File: src/rtl/present_pkg.sv
// Shared PRESENT-80 constants and helpers: S-box, bit permutation index,
// key-schedule step and round-key addition.
package present_pkg;

    localparam int N_B = 64;
    localparam int N_K = 80;
    localparam int N_R = 32;

    // Nibble i of this constant is S(i): C,5,6,B,9,0,A,D,3,E,F,8,4,7,1,2
    localparam logic [63:0] SBOX = 64'h2174_8FE3_DA09_B65C;

    typedef enum logic {
        S_IDLE = 1'b0,
        S_RUN  = 1'b1
    } state_e;

    function automatic logic [3:0] sbox4(input logic [3:0] x);
        return SBOX[{x, 2'b00} +: 4];
    endfunction

    function automatic int perm_idx(input int i);
        return (i == 63) ? 63 : (16 * i) % 63;
    endfunction

    function automatic logic [N_K-1:0] key_schedule(input logic [N_K-1:0] kr,
                                                    input logic [4:0]     rc);
        logic [N_K-1:0] t;
        t          = {kr[18:0], kr[79:19]};
        t[79:76]   = sbox4(t[79:76]);
        t[19:15]   = t[19:15] ^ rc;
        return t;
    endfunction

    function automatic logic [N_B-1:0] add_round_key(input logic [N_B-1:0] s,
                                                     input logic [N_K-1:0] kr);
        return s ^ kr[79:16];
    endfunction

endpackage

File: src/rtl/present_round_comb.sv
// One combinational PRESENT round: key XOR, 16 parallel S-boxes, bit permutation.
module present_round_comb
    import present_pkg::*;
(
    input  logic [N_B-1:0] i_state,
    input  logic [N_B-1:0] i_rk,
    output logic [N_B-1:0] o_state
);

    logic [N_B-1:0] w_sub;

    genvar gi;
    generate
        for (gi = 0; gi < N_B / 4; gi++) begin : g_sbox
            assign w_sub[4*gi +: 4] = sbox4(i_state[4*gi +: 4] ^ i_rk[4*gi +: 4]);
        end
        for (gi = 0; gi < N_B; gi++) begin : g_perm
            localparam int P = perm_idx(gi);
            assign o_state[P] = w_sub[gi];
        end
    endgenerate

endmodule

File: src/rtl/present80_encrypt_core.sv
// Iterative PRESENT-80 encryptor: one round per clock, 31 rounds, then the
// final whitening key folded into the last round edge.
module present80_encrypt_core
    import present_pkg::*;
(
    input  logic           i_clk,
    input  logic           i_rst_n,
    input  logic           i_start,
    input  logic [N_B-1:0] i_m,
    input  logic [N_K-1:0] i_k,
    output logic [N_B-1:0] o_c,
    output logic           o_busy,
    output logic           o_done
);

    state_e         r_fsm;
    state_e         w_fsm_nxt;
    logic [N_B-1:0] r_state;
    logic [N_K-1:0] r_key;
    logic [4:0]     r_rc;
    logic [N_B-1:0] r_c;
    logic           r_done;

    logic [N_B-1:0] w_round;
    logic [N_K-1:0] w_key_nxt;
    logic           w_last;

    present_round_comb u_round (
        .i_state (r_state),
        .i_rk    (r_key[79:16]),
        .o_state (w_round)
    );

    assign w_key_nxt = key_schedule(r_key, r_rc);
    assign w_last    = (r_rc == 5'(N_R - 1));

    always_comb begin
        w_fsm_nxt = r_fsm;
        case (r_fsm)
            S_IDLE:  if (i_start) w_fsm_nxt = S_RUN;
            S_RUN:   if (w_last)  w_fsm_nxt = S_IDLE;
            default: w_fsm_nxt = S_IDLE;
        endcase
    end

    always_ff @(posedge i_clk) begin
        if (!i_rst_n) r_fsm <= S_IDLE;
        else          r_fsm <= w_fsm_nxt;
    end

    always_ff @(posedge i_clk) begin
        if (!i_rst_n) begin
            r_state <= '0;
            r_key   <= '0;
            r_rc    <= '0;
            r_c     <= '0;
            r_done  <= 1'b0;
        end else begin
            r_done <= 1'b0;
            case (r_fsm)
                S_IDLE: begin
                    if (i_start) begin
                        r_state <= i_m;
                        r_key   <= i_k;
                        r_rc    <= 5'd1;
                    end
                end
                S_RUN: begin
                    r_state <= w_round;
                    r_key   <= w_key_nxt;
                    // Last edge adds K32 on the way out; rc parks at 31 instead of wrapping
                    if (w_last) begin
                        r_c    <= add_round_key(w_round, w_key_nxt);
                        r_done <= 1'b1;
                    end else begin
                        r_rc   <= r_rc + 5'd1;
                    end
                end
                default: ;
            endcase
        end
    end

    assign o_c    = r_c;
    assign o_busy = (r_fsm == S_RUN);
    assign o_done = r_done;

endmodule

File: config.mk
export PLATFORM = sky130hd
export DESIGN_NAME = present80_encrypt_core
export DESIGN_NICKNAME = d
export VERILOG_FILES = /design/src/rtl/present_pkg.sv /design/src/rtl/present_round_comb.sv /design/src/rtl/present80_encrypt_core.sv
export SDC_FILE = /design/constraint.sdc
export NUM_CORES = 1
export LEC_CHECK = 0
export CAP_MARGIN = 20
export CORE_MARGIN = 2
export CORE_UTILIZATION = 49
export DETAILED_ROUTE_END_ITERATION = 8
export PLACE_DENSITY_LB_ADDON = 0.15
export RECOVER_POWER = 50
export SYNTH_ARGS = -nofsm -noshare
export SYNTH_HDL_FRONTEND = slang
export SYNTH_SLANG_ARGS = --single-unit
File: constraint.sdc
create_clock -name i_clk -period 2 [get_ports i_clk]
set_clock_uncertainty 0.05 [all_clocks]
set_input_delay 0.5 -clock i_clk [delete_from_list [all_inputs] [get_ports i_clk]]
set_output_delay 0.5 -clock i_clk [all_outputs]
set_load 0.03 [all_outputs]
### Word level (Yosys, flattened, before mapping)

Cells that the tools add are included.

* register bits after elaboration: 215
* logic and storage cells: 60
* bits of input ports: 147

* bitwise operators: 19
* equality and inequality tests: 3
* $add $sub $neg: 1
* shift-type cells: 17
* reductions and logical operators: 3
* mux-type cells: 11

Operators by type and width (number)
* variable part select 64 x 7 -> 4 bit, first input constant: 17
* case mux 80 bit (2 select lines): 1
* case mux 64 bit (2 select lines): 1
* 2-to-1 mux 80 bit: 1
* 2-to-1 mux 64 bit: 1
* bitwise XOR 4 bit: 16
* bitwise XOR 64 bit: 1
* 2-to-1 mux 5 bit: 2
* case mux 5 bit (2 select lines): 1
* AND reduction 2 bit: 3
* adder 5 x 1 -> 5 bit, second input constant: 1
* == test 5 bit, second input constant: 1
* bitwise XOR 5 bit: 1
* inequality test 2 bit, second input constant: 2
* 2-to-1 mux 1 bit: 3
* case mux 1 bit (2 select lines): 1
* NOT 1 bit: 1

### Depth between registers and ports, before layout

* depth in word-level cells: 3
* mapped depth: 9
* mapped depth without buffers: 8

### Cells and area by module

From an unflattened synthesis, not the netlist that was laid out.

* cells, all modules: 1458
* area, all modules: 13057.5 µm²

By module, submodules not included
* present80_encrypt_core: cells an instance 1119, area an instance 9749.4 µm², times used 1, sequential area each 4304.1 µm²
* present_round_comb: cells an instance 339, area an instance 3308.2 µm², times used 1, sequential area each 0.0 µm²

### Least setup slack after synthesis

Ideal clock, no wire load.

* path kind: register to register
* start point: reg r_key[17]
* end point: reg r_c[32], in the netlist o_c[32]
* data arrival time: 1.886 ns
* period minus slack after synthesis: 2.064 ns
* slack: -0.064 ns
* cell stages (with the launch flop): 8
* data required time: 1.821 ns
* library setup time: 0.129 ns
* buffers on the path: 1
* path through: dfxtp_1 > buf_2 > xnor2_1 > inv_1 > ha_1 > mux4_1 > xnor2_1 > o21ai_0

* longest elaborated chain between the ends: 3

Ends and longest elaborated chain
* start: declaration: line present80_encrypt_core.sv:19 `logic [N_K-1:0] r_key;`
* start signal: assignment: line present80_encrypt_core.sv:64 `r_key <= i_k;`
* start signal: assignment: line present80_encrypt_core.sv:70 `r_key <= w_key_nxt;`
* bitwise XOR 4 bit: line present_round_comb.sv:15 `assign w_sub[4*gi +: 4] = sbox4(i_state[4*gi +: 4] ^ i_rk[4*gi +: 4]);`
* variable part select 64 x 7 -> 4 bit: line present_pkg.sv:18 `return SBOX[{x, 2'b00} +: 4];`
* bitwise XOR 64 bit: line present_pkg.sv:36 `return s ^ kr[79:16];`
* end signal: assignment: line present80_encrypt_core.sv:73 `r_c <= add_round_key(w_round, w_key_nxt);`
* end: declaration: line present80_encrypt_core.sv:21 `logic [N_B-1:0] r_c;`

No other way between the ends.
A chain may end at the register's enable or synchronous reset.

### Worst setup path after layout

* start point: reg r_c[33], in the netlist o_c[33]
* end point: out o_c[33]

RTL lines
* end: declaration: line present80_encrypt_core.sv:11 `output logic [N_B-1:0] o_c,`

No word-level cell between the ends.

==> results.yml <==
status:
  status: "finished clean"
floorplanning:
  boundaryPins: 213
  start_util_pct: 49.6
  core-area_sq_um: 25800
  die_x_um: 166
  die_area_sq_um: 27500
  die_h_um: 166
  rows: 59
drt:
  totalWireLength_mm: 43.3
  num_vias: 11600
  wl_per_cell_um: 21.0
  drc: 0
  first_iter_violations: 873
  drt-pass1-iter-count: 7
  routed_via_density: 5.62
  ant_nets: 0
flow_run:
  drv_cap: 0
placed_design:
  dpl_worst_slack_ns: -0.0610
  place_congestion: 0.972
  portBuffers: 212
  post-dp-hpwl_mm: 32.9
  placed_cells: 2014
timing:
  rsz0062_at_grt: "yes"
  tightest_slew_ns: 0.986
  hold_viol_final: 0
  setup_tns_ns: 0
  period_share_pct: 98.0
  drv_slew: 0
  period_minus_slack_ns: 1.96
  setup_slack_ns: 0.0407
  slew_headroom_pct: 34.3
  setup-violations-final: 0
  max_freq_mhz: 510
setup_path:
  critPathArrivalTime_ns: 1.41
  crit_family: "flip-flops"
  slowest_stage: "dfxtp_1"
  max_stage_delay_ns: 0.44
  required_ns: 1.45
  path_cells: "dlygate4sd2_1"
  critPathKind: "reg -> out"
  worst_setup_path_end_kind: "output pin"
  critical_path_buf_inv_count: 1
  critPathMaxFanout: 2
  start_kind: "flip-flop"
synthesis:
  syn_nets: 1635
  synth_top_area_share_pct: 33.6
  seq_area_frac_synth_pct: 33.6
  synthFlopType: "dfxtp_1"
  yosys_warnings: 0
  ys_types: 41
  ys_ff_latch: 215
  async_flop_share_pct: 0
  synthCells: 1401
  yosysTopAreaCell: "dfxtp_1"
  syn_avg_cell_area_sq_um: 9.15
  synth_most_common_cell: "dfxtp_1"
  synth.cell_area_sq_um: 12800
  synthTopCellsByCount: "dfxtp_1, nor2_1, a211oi_1, mux2i_1, a21oi_1"
  synth_area_leaders: "dfxtp_1, mux2i_1, ha_1, a211oi_1, nor2_1"
  synth_edf_count: 0
grt:
  grt.total_usage_pct: 30.0
  grt_pass1_vias: 10900
  grt_pass1_wl_mm: 64.0
  antenna_found_initial: 1
  grt_max_degree: 135
  grt_overflow: 0
power_and_ir_drop:
  powerDensity_nw_per_um2: 860
  leakage_nw: 7.57
  ir_drop_v: 0.000698
finish:
  insertedDiodeCount: 0
  drive_gt1_share_pct: 16.5
  fin_util_pct: 66.4
  fin_cells: 2064
  nets: 1945
  syn2layout_area_growth_pct: 33.9
  fill_cells: 2180
clock_network:
  cts_buffers: 25
  cts_buffer_depth: 3
  cts_max_level: 1
  cts-root-buf: "clkbuf_16"
  ctsHoldBuffers: 0
  clk_latency_ns: 0.53
  path_clk_slew_ns: 0.06
  clock-sinks: 215
  cts_tree: "done"
min_path:
  min_path_type: "reg -> reg"
[area by class of cell]
type	count	area (sq um)	area share [%]
Clock inverter	14	114	0.663
Inverter	70	265	1.55
Multi-Input combinational cell	1024	8070	47.0
Clock buffer	31	698	4.07
Timing Repair Buffer	375	3280	19.1
Sequential cell	215	4320	25.2
Tap cell	335	419	2.44
[cells in the final DEF, fill, tap and decap left out, types with 52 or more instances in the layout]
cell               n
dlygate4sd2_1     65
nor2b_1           53
ha_1              84
xor2_1            52
o21ai_0           55
mux2i_1          123
dfxtp_1          206
buf_4            140
nor2_1           174
a21oi_1          117
a211oi_1         124
inv_1             69
clkdlybuf4s50_1  144
[state kept, by name, summed over array words and instances (netlist names)]
| signal | flops |
|---|---|
| o_c | 64 |
| o_done | 1 |
| r_rc | 5 |
| r_key | 80 |
| r_state | 64 |
| o_busy | 1 |
[path summary, 6_finish.rpt]
kind               start      end  slack, ns  depth (start not counted)
max reg2reg  r_state[57]  o_c[14]       0.06                          8
max              o_c[33]  o_c[33]       0.04                          1
min reg2reg      o_c[22]  o_c[22]       0.40                          2
min              o_c[22]  o_c[22]       0.40                          2
[logic make-up (layout without fill, tap and decap cells)]
kind of cell,count (synthesis),count (layout),share of synthesized area [%]
and+or+nand+nor,323,323,11.3
AOI/OAI and AO/OA,318,318,15.4
DFF,215,215,33.6
buffers and inverters,162,490,4.91
muxes,160,160,16.1
xor gates and xnor gates,136,136,10.2
adders and majority gates,87,87,8.49
[report_power, final]
part           leakage, nW  switching (mW)  internal, mW
Clock                0.397            1.92          2.61
Sequential            1.77           0.299          4.57
Combinational         5.40            2.78          2.59
Total                 7.57            5.00          9.76
[routing by layer]
metal	GRT usage, %	share of wire, %	vias to the layer above
li1	-	-	5512
met1	41.0	43	5525
met4	12.7	5.0	2
met3	4.92	7.2	91
met2	47.4	45	460
met5	0	0.046	-
[repair_timing]
item                       4_1_cts  5_1_grt
buffers inserted                 0        5
setup endpoints to repair       73       46
gates resized for setup         69       42
pin swaps                        0        4
[metrics by stage]
step | total power, mW | hold slack (ns) | instance area [sq um]
floorplan | 7.82 | 0.440 | 12800
global placement | 9.91 | 0.384 | 16300
detailed placement | 10.0 | 0.392 | 16300
CTS | 14.5 | 0.401 | 17000
global route | 15.3 | 0.426 | 17200
finish | 14.8 | 0.395 | 17200
Note: power is estimated with default switching activity, not from simulation.
